**config.mk**
```make
export PLATFORM = sky130hd
export DESIGN_NAME = alu_mc
export DESIGN_NICKNAME = d
export VERILOG_FILES = /design/src/rtl/alu_mc.sv
export SDC_FILE = /design/constraint.sdc
export NUM_CORES = 1
export LEC_CHECK = 0
export ABC_AREA = 1
export CAP_MARGIN = 20
export CELL_PAD_IN_SITES_DETAIL_PLACEMENT = 1
export CELL_PAD_IN_SITES_GLOBAL_PLACEMENT = 2
export CORE_ASPECT_RATIO = 1.2
export CORE_MARGIN = 2
export CORE_UTILIZATION = 34
export DETAILED_ROUTE_END_ITERATION = 8
export PLACE_DENSITY = 0.88
export SETUP_SLACK_MARGIN = 0.2
export SKIP_CTS_REPAIR_TIMING = 1
export SLEW_MARGIN = 5
export SYNTH_ARGS = -nofsm -noshare
export SYNTH_HDL_FRONTEND = slang
export SYNTH_SLANG_ARGS = --single-unit
```
**constraint.sdc**
```tcl
create_clock -name clock -period 4.1 [get_ports clock]
set_input_delay 0.41 -clock clock [delete_from_list [all_inputs] [get_ports clock]]
set_output_delay 0.41 -clock clock [all_outputs]
set_load 0.005 [all_outputs]
```
**src/rtl/alu_mc.sv**
```systemverilog
`timescale 1ns/1ps
// alu_mc: parametrised multi-cycle ALU.
// ADD/SUB/SHIFT/ROT finish at the accepting edge; MUL (shift-add) and DIV
// (restoring) iterate for WIDTH cycles behind a start/busy/valid handshake.
// Optional feature macro: ALU_MC_DIV_EN (divider built only when defined).
module alu_mc #(
  parameter int WIDTH = 8
) (
  input  logic             clock,
  input  logic             reset,
  input  logic             start,
  input  logic [2:0]       op,
  input  logic             dir,
  input  logic [WIDTH-1:0] a,
  input  logic [WIDTH-1:0] b,
  output logic [WIDTH-1:0] result,
  output logic [WIDTH-1:0] result_hi,
  output logic             valid,
  output logic             busy,
  output logic             zero,
  output logic             carry,
  output logic             err
);

  localparam int            CW       = (WIDTH > 2) ? $clog2(WIDTH) : 1;
  localparam logic [CW-1:0] LAST     = CW'(WIDTH - 1);
  localparam logic [2:0]    OP_ADD   = 3'd0;
  localparam logic [2:0]    OP_SUB   = 3'd1;
  localparam logic [2:0]    OP_MUL   = 3'd2;
  localparam logic [2:0]    OP_SHIFT = 3'd4;
  localparam logic [2:0]    OP_ROT   = 3'd5;

`ifdef ALU_MC_DIV_EN
  localparam logic [2:0]    OP_DIV   = 3'd3;
  typedef enum logic [1:0] {ST_IDLE, ST_MUL, ST_DIV} state_t;
`else
  typedef enum logic [1:0] {ST_IDLE, ST_MUL} state_t;
`endif

  state_t           r_state;
  state_t           w_stateNext;
  logic [CW-1:0]    r_count;
  // r_opnd holds the multiplicand (MUL) or divisor (DIV); r_hi/r_lo are the
  // running product halves (MUL) or remainder/quotient pair (DIV).
  logic [WIDTH-1:0] r_opnd;
  logic [WIDTH-1:0] r_hi;
  logic [WIDTH-1:0] r_lo;
  logic [WIDTH-1:0] r_result;
  logic [WIDTH-1:0] r_resultHi;
  logic             r_valid;
  logic             r_zero;
  logic             r_carry;
  logic             r_err;

  logic [WIDTH:0]   w_sum;
  logic [WIDTH-1:0] w_res;
  logic [WIDTH-1:0] w_hi;
  logic             w_carry;
  logic             w_err;
  logic             w_goMul;
  logic             w_last;
  logic [WIDTH:0]   w_mulAdd;
  logic [WIDTH-1:0] w_mulHi;
  logic [WIDTH-1:0] w_mulLo;

  assign w_sum    = {1'b0, a} + {1'b0, b};
  assign w_last   = (r_count == LAST);
  assign w_mulAdd = r_lo[0] ? ({1'b0, r_hi} + {1'b0, r_opnd}) : {1'b0, r_hi};
  assign w_mulHi  = w_mulAdd[WIDTH:1];
  assign w_mulLo  = {w_mulAdd[0], r_lo[WIDTH-1:1]};

`ifdef ALU_MC_DIV_EN
  logic             w_goDiv;
  logic [WIDTH:0]   w_divShift;
  logic [WIDTH:0]   w_divSub;
  logic             w_divGe;
  logic [WIDTH-1:0] w_divRem;
  logic [WIDTH-1:0] w_divQuo;

  assign w_divShift = {r_hi, r_lo[WIDTH-1]};
  assign w_divSub   = w_divShift - {1'b0, r_opnd};
  assign w_divGe    = (w_divShift >= {1'b0, r_opnd});
  assign w_divRem   = w_divGe ? w_divSub[WIDTH-1:0] : w_divShift[WIDTH-1:0];
  assign w_divQuo   = {r_lo[WIDTH-2:0], w_divGe};
`endif

  // Decode the requested op into a single-cycle result or an iterative launch.
  always_comb begin
    w_res   = '0;
    w_hi    = '0;
    w_carry = 1'b0;
    w_err   = 1'b0;
    w_goMul = 1'b0;
`ifdef ALU_MC_DIV_EN
    w_goDiv = 1'b0;
`endif
    case (op)
      OP_ADD: begin
        w_res   = w_sum[WIDTH-1:0];
        w_carry = w_sum[WIDTH];
      end
      OP_SUB: begin
        w_res   = a - b;
        w_carry = (a < b);
      end
      OP_MUL: w_goMul = 1'b1;
`ifdef ALU_MC_DIV_EN
      OP_DIV: begin
        if (b == '0) begin
          w_res = '1;
          w_hi  = a;
          w_err = 1'b1;
        end else begin
          w_goDiv = 1'b1;
        end
      end
`endif
      OP_SHIFT: begin
        if (dir) begin
          w_res   = a >> 1;
          w_carry = a[0];
        end else begin
          w_res   = a << 1;
          w_carry = a[WIDTH-1];
        end
      end
      OP_ROT: begin
        if (dir) w_res = {a[0], a[WIDTH-1:1]};
        else     w_res = {a[WIDTH-2:0], a[WIDTH-1]};
      end
      default: w_err = 1'b1;
    endcase
  end

  // Next-state logic: leave IDLE only for iterative ops, return after WIDTH steps.
  always_comb begin
    w_stateNext = r_state;
    case (r_state)
      ST_IDLE: begin
        if (start && w_goMul) w_stateNext = ST_MUL;
`ifdef ALU_MC_DIV_EN
        else if (start && w_goDiv) w_stateNext = ST_DIV;
`endif
      end
      ST_MUL: if (w_last) w_stateNext = ST_IDLE;
`ifdef ALU_MC_DIV_EN
      ST_DIV: if (w_last) w_stateNext = ST_IDLE;
`endif
      default: w_stateNext = ST_IDLE;
    endcase
  end

  // State register.
  always_ff @(posedge clock or posedge reset) begin
    if (reset) r_state <= ST_IDLE;
    else       r_state <= w_stateNext;
  end

  // Operand capture, iteration steps and registered outputs with one-cycle valid.
  always_ff @(posedge clock or posedge reset) begin
    if (reset) begin
      r_count    <= '0;
      r_opnd     <= '0;
      r_hi       <= '0;
      r_lo       <= '0;
      r_result   <= '0;
      r_resultHi <= '0;
      r_valid    <= 1'b0;
      r_zero     <= 1'b0;
      r_carry    <= 1'b0;
      r_err      <= 1'b0;
    end else begin
      r_valid <= 1'b0;
      case (r_state)
        ST_IDLE: begin
          if (start) begin
            r_count <= '0;
            r_hi    <= '0;
            if (w_goMul) begin
              r_opnd <= a;
              r_lo   <= b;
            end
`ifdef ALU_MC_DIV_EN
            else if (w_goDiv) begin
              r_opnd <= b;
              r_lo   <= a;
            end
`endif
            else begin
              r_result   <= w_res;
              r_resultHi <= w_hi;
              r_zero     <= (w_res == '0);
              r_carry    <= w_carry;
              r_err      <= w_err;
              r_valid    <= 1'b1;
            end
          end
        end
        ST_MUL: begin
          r_hi    <= w_mulHi;
          r_lo    <= w_mulLo;
          r_count <= r_count + 1'b1;
          if (w_last) begin
            r_count    <= '0;
            r_result   <= w_mulLo;
            r_resultHi <= w_mulHi;
            r_zero     <= (w_mulLo == '0);
            r_carry    <= (w_mulHi != '0);
            r_err      <= 1'b0;
            r_valid    <= 1'b1;
          end
        end
`ifdef ALU_MC_DIV_EN
        ST_DIV: begin
          r_hi    <= w_divRem;
          r_lo    <= w_divQuo;
          r_count <= r_count + 1'b1;
          if (w_last) begin
            r_count    <= '0;
            r_result   <= w_divQuo;
            r_resultHi <= w_divRem;
            r_zero     <= (w_divQuo == '0);
            r_carry    <= 1'b0;
            r_err      <= 1'b0;
            r_valid    <= 1'b1;
          end
        end
`endif
        default: r_count <= '0;
      endcase
    end
  end

  assign result    = r_result;
  assign result_hi = r_resultHi;
  assign valid     = r_valid;
  assign zero      = r_zero;
  assign carry     = r_carry;
  assign err       = r_err;
  assign busy      = (r_state != ST_IDLE);

endmodule

```
Word level (Yosys, flattened, before mapping)
Index checks and enable logic that the tools add are counted.
- register bits after elaboration: 49
- latch bits: 0
- memory bits (writable): 0
- memory bits (read-only): 0
- input port bits: 23
- output and inout port bits: 21
- logic and storage cells: 84
- memories: 0
- add/subtract/negate cells: 4
- multiply operators: 0
- div/mod/pow operators: 0
- $lt $le $gt $ge: 1
- eq/ne operators: 11
- shift-type cells: 0
- mux-type cells: 43
- bitwise logic cells: 0
- reductions and logical operators: 14
- operators with widths (kind ; number):
    8-bit two-way mux ; 11
    8-bit case mux with 2 select lines ; 4
    8-bit case mux with 4 select lines ; 1
    8-bit by 8-bit adder with 9-bit output ; 2
    8-bit logical NOT ; 2
    1-bit two-way mux ; 15
    2-bit inequality test (second input constant) ; 5
    3-bit equality test (second input constant) ; 3
    9-bit two-way mux ; 1
    8-bit < comparator ; 1
    1-bit case mux with 2 select lines ; 4
    8-bit nonzero test ; 1
    8-bit subtractor ; 1
    3-bit two-way mux ; 2
    3-bit case mux with 2 select lines ; 1
    3-bit AND reduction ; 2
    5-bit OR reduction ; 1
    2-bit two-way mux ; 2
    2-bit case mux with 2 select lines ; 1
    2-bit AND reduction ; 2
    4-bit AND reduction ; 1
    2-bit nonzero test ; 2
    3-bit by 1-bit adder with 3-bit output (second input constant) ; 1
    3-bit by 1-bit equality test with 1-bit output (second input constant) ; 1
    other kinds (6) ; 6

Logic depth before layout (Yosys ltp)
Gate-level depths: netlist of the first run.
- word-level depth: 6
- depth in mapped cells: 16

Worst setup path after synthesis of the first run
Ideal clock, no wire load.
- path kind: input-to-reg
- from: input a[0]
- to: register r_zero (netlist: zero)
- library setup time: 0.077 ns
- arrival time: 1.864 ns
- data required time: 4.023 ns
- setup slack: 2.158 ns
- stages: 15
- buffers on the path: 0
- cell sequence: inv_1 > ha_1 > inv_1 > fa_1 > inv_1 > nand2_1 > nand2_1 > nor2_1 > nor2_1 > nand2_1 > nor3_2 > nand3_1 > nor2_1 > nand2_1 > a21oi_1
- longest elaborated chain between the ends: 6
- elaborated cells between the ends (all ways): 9
- classes of those cells: add/sub (2); mux (6); reduce/logical (1)
- RTL lines (element ; RTL line ; text):
    start, declared ; 14 ; input logic [WIDTH-1:0] a,
    8-bit subtractor (tied with other cells) ; 103 ; w_res = a - b;
    8-bit case mux with 4 select lines * ; 97 ; case (op)
    8-bit logical NOT * ; 192 ; r_zero <= (w_res == '0);
    1-bit two-way mux * ; 179 ; if (w_goMul) begin
    1-bit two-way mux * ; 176 ; if (start) begin
    1-bit case mux with 2 select lines * ; 174 ; case (r_state)
    end signal, assigned ; 192 ;
    end signal, assigned ; 207 ; r_zero <= (w_mulLo == '0);
    end, declared ; 51 ; logic r_zero;
Mark *: on every way between the ends. The rest lies on a longest branch, timed or not. The select of a mux whose other input is x is not followed.
A chain may end at the register's enable or synchronous reset.

Worst setup path after layout of the first run
- from: input a[3]
- to: register r_zero (netlist: zero)
The elaborated chain is that of the path after synthesis.

==> summary.txt, run 1 <==
Place
  – Number of port buffers: 43
  – Placer's final routability congestion estimate: 0.9031
  – HPWL Detailed: 9226 um

CTS
  – Clock Pin Slew Worst Setup and Hold Paths: 0.07 ns
  – Level count of the clock H-tree: 2
  – CTS tree: done
  – Source-to-sink clock delay at the later pin of the worst-skew pair: approximately 0.30 ns
  – Max Root-Sink Buffers: 2
  – Num CTS Buffers: 5
  – Root buffer selected by CTS: sky130_fd_sc_hd__clkbuf_16
  – Count of clock tree sinks: 48

Critical path
  – Worst R2R Setup Slack: 1.84 ns
  – Max Fanout on Critical Path: 8
  – Critical setup path kind: primary input to register
  – Standard cell with the maximum stage delay on the critical path: sky130_fd_sc_hd__clkdlybuf4s50_1
  – Top cell by count, worst path: sky130_fd_sc_hd__nand3_1
  – Worst endpoint data arrival time: 2.66 ns
  – Largest incremental delay on the critical path: ~0.53 ns
  – Category of the worst setup path capture point: register
  – Worst setup SP type: primary input
  – Data required, critical path: approximately 4.3 ns
  – Critical path, cell by cell: clkdlybuf4s50_1 > ha_1 > nor2_1 > nand4_1 > nand3_1 > nand2_1 > nand3_1 > nand3_1 > nor2_1 > nand2_1 > a21oi_1

Synth
  – Async S/R FF share, synth: 100.0%
  – Library cell with the largest summed area after synthesis: sky130_fd_sc_hd__dfrtp_1
  – Synth top area share: 33.55%
  – Cell area after synthesis: about 3600 um2
  – Mean instance size in the synthesized netlist: about 7.1 um2
  – Portion of the post-synthesis area used by sequential elements: 33.55%
  – Instance count of the mapped netlist: ~500
  – Yosys reg bits: 48
  – Ys Warns: 0
  – Number of different library cells in the post-synthesis netlist: 38
  – Top FF cell, synth: sky130_fd_sc_hd__dfrtp_1
  – Post-synth EDFFs: 0
  – Most area-consuming cells after synthesis: sky130_fd_sc_hd__dfrtp_1 (34%), sky130_fd_sc_hd__nand2_1 (15%), sky130_fd_sc_hd__ha_1 (9.4%)
  – Post-synthesis net count: 556

Route
  – Total length of routed wires: 11,400 um
  – Residual antenna-violating net count after detailed routing: 0
  – Number of vias in the routed layout: 3,525
  – Vias per cell: 5.246
  – Routed WL per cell: around 17 um
  – First-pass iteration count of the detailed router: 4
  – DRC violations left: 0
  – Initial drt markers: roughly 130

STA
  – Worst slack on hold paths: around 0.35 ns
  – Max frequency: roughly 410 MHz
  – Actual transition at the worst max-transition pin: 0.5806 ns
  – Unrepaired setup endpoints after global routing: false
  – Setup skew after layout: 0.005807 ns
  – Tightest slew margin relative to the limit: 61.25%
  – Final min period: 2.440 ns
  – Total negative setup slack: 0 ns
  – Max-slew violations: 0
  – Tcrit/Tclk final: 59.50%
  – Setup violation total in the final timing report: 0
  – Number of hold-slack violations in the final timing report: 0

Finish
  – Filler cell count: 1,308
  – Fraction of layout instances using a drive strength above 1: ~6%
  – Commonest cells after routing, fill and taps aside: sky130_fd_sc_hd__nand2_1 (145), sky130_fd_sc_hd__inv_1 (74), sky130_fd_sc_hd__nand3_1 (53), sky130_fd_sc_hd__dfrtp_1 (48), sky130_fd_sc_hd__clkdlybuf4s50_1 (43)
  – Syn-to-layout area delta: 19.08%
  – Count of inserted antenna diode cells: 0
  – Most common library cell in the layout ignoring fill and taps: sky130_fd_sc_hd__nand2_1
  – Final nets: 595

Floorplanning
  – Placeable core region: a little over 10,000 um2
  – Area enclosed by the die boundary: 11,370 um2
  – Boundary pin count: 44
  – Effective utilization at floorplan: between 30 and 40%
  – Die boundary width: 97.67 um
  – Die Y-Extent: roughly 120 um
  – Number of core rows: 41

Power
  – Maximum ir drop on the vdd rail: 0.2054 mV
  – Clock group share of total power: roughly 17%
  – Leakage power total: 2.167 nW
  – Share of power burned in combinational logic: 49.0%
  – Switch share: 42.75%
  – Total power density per cell area: just under 600 nW/um2
  – Switching power: 1.078 mW
  – Share of power burned in registers: roughly 34%
  – Design Power: 2.522 mW
  – Internal power: 1.444 mW

Global routing
  – Via count of the first global-routing pass: around 3,700
  – Routing usage on met3: 2.454%
  – First-pass GRT wire length: 18,830 um
  – Number of antenna violations at the first check in global routing: 0
  – Met2 layer usage reported by global route: 37.98%
  – Global routing usage summed across all routing layers: between 20% and 30%
  – Busiest layer in global routing: met2
  – Global Route met1 Usage: 25.58%
  – Pin count of the biggest net entering global routing: 49
  – Overflow left after global routing: 0

Worst hold path
  – Worst hold path type: primary input to async pin

Run status
  – Result of the run: completed

Run
  – Max-capacitance violation count: 0
-- final cells by class --
class	instances	area, um2	share of cell area (%)
Clock inverter	2	13.76	0.3229
Timing Repair Buffer	46	465.4	10.92
Sequential cell	48	1201	28.18
Tap cell	129	161.4	3.786
Multi-Input combinational cell	362	1981	46.46
Clock buffer	6	138.9	3.258
Inverter	79	301.5	7.074
-- logic make-up (layout without fill, tap and decap cells) --
kind of cell,after synthesis,after routing,synth area share (%)
flip-flops,48,48,33.55
adder cells (fa/ha/maj),30,30,11.11
buffers and inverters,93,133,11.11
multiplexers,1,1,0.2796
AND/OR/NAND/NOR,253,253,30.27
AO/OA/AOI/OAI,78,78,13.67
-- critical path, delay by kind of cell --
family | cells | cell delay, ns
compound gates | 1 | 0.13
fa+ha+maj | 1 | 0.46
buf+inv | 1 | 0.53
simple gates | 8 | 1.13
-- sequential cells by signal (all words and copies together), names as in the netlist --
signal,flops
carry,1
err,1
r_count,3
r_hi,8
r_lo,8
r_opnd,8
r_state,1
result,8
result_hi,8
valid,1
zero,1
-- synth_stat cells (4+ instances only) --
cell type,number
sky130_fd_sc_hd__ha_1,27
sky130_fd_sc_hd__nor2_1,32
sky130_fd_sc_hd__o21ai_2,6
sky130_fd_sc_hd__buf_2,5
sky130_fd_sc_hd__nand3_1,53
sky130_fd_sc_hd__o21ai_0,23
sky130_fd_sc_hd__a31oi_1,11
sky130_fd_sc_hd__buf_4,4
sky130_fd_sc_hd__dfrtp_1,48
sky130_fd_sc_hd__inv_1,75
sky130_fd_sc_hd__nand4_1,8
sky130_fd_sc_hd__a21oi_1,18
sky130_fd_sc_hd__o221ai_1,7
sky130_fd_sc_hd__nand2_1,145
-- power by group through the flow --
stage	registers, mW	clock network (mW)	logic [mW]
6_report	0.853	0.433	1.24
5_1_grt	0.878	0.460	1.41
4_1_cts	0.852	0.439	1.25
3_5_place_dp	0.860	0	1.24
3_3_place_gp	0.846	0	1.21
2_1_floorplan	0.793	0	0.812
-- final timing paths --
check,start,endpoint,depth (start not counted)
max,a[3],zero$_DFFE_PP0P_,11
min,reset,result[7]$_DFFE_PP0P_,2
max reg2reg,r_state[0]$_DFFE_PP0P_,carry$_DFFE_PP0P_,10
min reg2reg,result_hi[7]$_DFFE_PP0P_,result_hi[7]$_DFFE_PP0P_,2
max in group asynchronous,reset,r_hi[2]$_DFFE_PP0P_,3
min in group clock,result_hi[7]$_DFFE_PP0P_,result_hi[7]$_DFFE_PP0P_,2
-- metal layers --
layer	vias to the layer above	routed length, um
met5	-	0
met4	0	284
met3	19	345
met2	75	5757
met1	1717	5011
li1	1714	-
-- metrics by stage --
step,std cells,utilization (%),setup WS [ns],area [um2]
floorplan,503,-,2.158,3580
global placement,663,39.47,1.460,4090
detailed placement,663,39.47,1.346,4090
CTS,671,40.94,1.649,4243
global route,672,41.14,1.441,4263
finish,672,41.14,1.660,4263
No activity file was read; power rests on OpenSTA's default activity.
==> run 2, diff against run 1 <==
--- a/config.mk
+++ b/config.mk
@@ -11,9 +11,9 @@
 export CELL_PAD_IN_SITES_GLOBAL_PLACEMENT = 2
 export CORE_ASPECT_RATIO = 1.2
 export CORE_MARGIN = 2
-export CORE_UTILIZATION = 34
+export CORE_UTILIZATION = 32
 export DETAILED_ROUTE_END_ITERATION = 8
-export PLACE_DENSITY = 0.88
+export PLACE_DENSITY = 0.84
 export SETUP_SLACK_MARGIN = 0.2
 export SKIP_CTS_REPAIR_TIMING = 1
 export SLEW_MARGIN = 5
==> constraint.sdc (replaced) <==
create_clock -name clock -period 2.45 [get_ports clock]
set_input_delay 0.245 -clock clock [delete_from_list [all_inputs] [get_ports clock]]
set_output_delay 0.245 -clock clock [all_outputs]
set_load 0.005 [all_outputs]
==> summary.txt, run 2 (synthesized netlist as in run 1, its figures left out) <==
Finish
  – Fraction of layout instances using a drive strength above 1: 12.08% (was 5.893%)
  – Syn-to-layout area delta: 25.69% (was 19.08%)
  – Final instance count without filler cells: 695 (was 672)
  – Final nets: 615 (was 595)
  – Most common library cell in the layout ignoring fill and taps: sky130_fd_sc_hd__nand2_1 (unchanged)
  – Count of inserted antenna diode cells: 0 (unchanged)
  – Share of the core filled with cells: 40.97% (was 41.14%)
  – Commonest cells after routing, fill and taps aside: sky130_fd_sc_hd__nand2_1 (145), sky130_fd_sc_hd__inv_1 (73), sky130_fd_sc_hd__nand3_1 (50), sky130_fd_sc_hd__dfrtp_1 (48), sky130_fd_sc_hd__clkdlybuf4s50_1 (40) (was sky130_fd_sc_hd__nand2_1 (145), sky130_fd_sc_hd__inv_1 (74), sky130_fd_sc_hd__nand3_1 (53), sky130_fd_sc_hd__dfrtp_1 (48), sky130_fd_sc_hd__clkdlybuf4s50_1 (43))

STA
  – Tightest slew margin relative to the limit: 57.91% (was 61.25%)
  – Actual transition at the worst max-transition pin: 0.6307 ns (was 0.5806 ns)
  – Tcrit/Tclk final: 87.99%
  – Worst slack on hold paths: 0.1783 ns (was 0.3454 ns)
  – Setup skew after layout: 0.007421 ns (was 0.005807 ns)
  – Final min period: 2.156 ns
  – Number of hold-slack violations in the final timing report: 0 (unchanged)
  – Setup violation total in the final timing report: 0 (unchanged)
  – Max-slew violations: 0 (unchanged)
  – Unrepaired setup endpoints after global routing: true (was false)
  – Max frequency: between 400 and 500 MHz

Route
  – Initial drt markers: 168 (was 134)
  – Total length of routed wires: 11,560 um (was 11,400 um)
  – Vias per cell: 5.132 (was 5.246)
  – Routed WL per cell: 16.64 um (was 16.96 um)
  – Number of vias in the routed layout: 3,567 (was 3,525)
  – First-pass iteration count of the detailed router: 4 (unchanged)
  – Residual antenna-violating net count after detailed routing: 0 (unchanged)
  – DRC violations left: 0 (unchanged)

Power
  – Total power density per cell area: 979.0 nW/um2 (was 591.7 nW/um2)
  – Maximum ir drop on the vdd rail: 0.3609 mV (was 0.2054 mV)
  – Leakage power total: 2.284 nW (was 2.167 nW)

Critical path
  – Cell class contributing the biggest share of worst-path delay: simple AND/OR/NAND/NOR gates (unchanged)
  – Worst setup SP type: register (was primary input)
  – Category of the worst setup path capture point: register (unchanged)
  – Standard cell with the maximum stage delay on the critical path: sky130_fd_sc_hd__fa_2 (was sky130_fd_sc_hd__clkdlybuf4s50_1)
  – Buffer and inverter count on the worst path: 1 (unchanged)
  – Data required, critical path: 2.64 ns (was 4.32 ns)
  – Critical path origin: r_hi[0]$_DFFE_PP0P_ (was a[3])
  – Largest incremental delay on the critical path: 0.50 ns (was 0.53 ns)
  – Top cell by count, worst path: sky130_fd_sc_hd__nand2_1 (was sky130_fd_sc_hd__nand3_1)
  – Worst reg2reg path startpoint: r_hi[0]$_DFFE_PP0P_ (was r_state[0]$_DFFE_PP0P_)
  – Worst endpoint data arrival time: 2.34 ns (was 2.66 ns)
  – Max Fanout on Critical Path: 3 (was 8)
  – Critical path, cell by cell: ha_2 > inv_1 > fa_2 > o21ai_0 > nor3_1 > nand3_1 > nor2_1 > nand4_1 > nand2_1 > nand2_1 (was clkdlybuf4s50_1 > ha_1 > nor2_1 > nand4_1 > nand3_1 > nand2_1 > nand3_1 > nand3_1 > nor2_1 > nand2_1 > a21oi_1)
  – Critical setup path kind: register to register (was primary input to register)

CTS
  – CTS tree: done (unchanged)
  – Count of clock tree sinks: 48 (unchanged)
  – Source-to-sink clock delay at the later pin of the worst-skew pair: 0.29 ns (was 0.30 ns)
  – Root buffer selected by CTS: sky130_fd_sc_hd__clkbuf_16 (unchanged)
  – Level count of the clock H-tree: 2 (unchanged)
  – Num CTS Buffers: 5 (unchanged)
  – Clock Pin Slew Worst Setup and Hold Paths: 0.07 ns (about the same)
  – Max Root-Sink Buffers: 2 (unchanged)

Floorplanning
  – Effective utilization at floorplan: 32.59% (was 34.54%)
  – Area enclosed by the die boundary: 12,050 um2 (was 11,370 um2)
  – Die Y-Extent: 119.9 um (was 116.4 um)
  – Placeable core region: 10,980 um2 (was 10,360 um2)
  – Die boundary width: 100.6 um (was 97.67 um)
  – Boundary pin count: 44 (unchanged)
  – Number of core rows: 42 (was 41)

Global routing
  – Pin count of the biggest net entering global routing: 23 (was 49)
  – Overflow left after global routing: 0 (unchanged)
  – First-pass GRT wire length: 19,310 um (was 18,830 um)
  – Via count of the first global-routing pass: 3,834 (was 3,697)
  – Number of antenna violations at the first check in global routing: 0 (unchanged)
  – Global routing usage summed across all routing layers: 20.33% (was 20.79%)

Place
  – Number of placed instances, taps included: 686 (was 663)
  – HPWL Detailed: 9402 um (was 9226 um)
  – Placer's final routability congestion estimate: 0.8874 (was 0.9031)
  – Number of port buffers: 43 (unchanged)

Run
  – Max-capacitance violation count: 0 (unchanged)

Run status
  – Result of the run: completed (unchanged)

Worst hold path
  – Worst hold path type: primary input to async pin (unchanged)
[run 2: cell types whose count changed in the layout (fill, tap and decap cells not counted), moves of 3 or more]
cell                              change
sky130_fd_sc_hd__nand3_1              -3
sky130_fd_sc_hd__a21oi_1              -3
sky130_fd_sc_hd__clkdlybuf4s50_1      -3
sky130_fd_sc_hd__nand3_2              +3
sky130_fd_sc_hd__a21oi_2              +3
sky130_fd_sc_hd__dlymetal6s2s_1       +3
sky130_fd_sc_hd__buf_4               +21
sky130_fd_sc_hd__ha_1                 -6
sky130_fd_sc_hd__ha_2                 +4
[run 2: layout make-up]
cell class                      count  area, um2
Inverter                           79      301.5
Clock buffer                        5      125.1
Timing Repair Buffer               66      610.6
Sequential cell                    48       1201
Fill cell                        1387       6484
Clock inverter                      3      46.29
Multi-Input combinational cell    362       2049
Tap cell                          132      165.2
[run 2: metrics by stage]
stage | power [mW] | TNS, ns | setup WS, ns | cell area, um2
after floorplan | 2.686 | 0 | 0.6625 | 3580
after global placement | 3.495 | -0.01404 | -0.01404 | 4244
after detailed placement | 3.565 | -0.03701 | -0.03701 | 4244
after CTS | 4.391 | 0 | 0.1550 | 4415
after global routing | 4.793 | 0 | 0.1302 | 4499
final | 4.405 | 0 | 0.2943 | 4499
[run 2: power breakdown]
group	leakage [nW]	internal [mW]	switching, mW
clock network	0.0804	0.485	0.317
registers	0.608	1.14	0.276
logic	1.60	0.931	1.26
[run 2: worst paths after layout]
path / endpoint / slack (ns) / depth (start not counted)
max: carry$_DFFE_PP0P_ / 0.29 / 10
max reg2reg: carry$_DFFE_PP0P_ / 0.29 / 10
min: result_hi[4]$_DFFE_PP0P_ / 0.18 / 2
min reg2reg: result_hi[5]$_DFFE_PP0P_ / 0.48 / 2
max in group asynchronous: r_hi[2]$_DFFE_PP0P_ / 1.72 / 3
min in group clock: r_opnd[0]$_DFFE_PP0P_ / 0.43 / 4
[run 2: layer usage]
layer / global-route usage [%] / routed length (um)
met4: 5.822 / 191
met5: 0 / 0
met3: 2.446 / 311
met1: 25.72 / 5027
met2: 36.07 / 6033
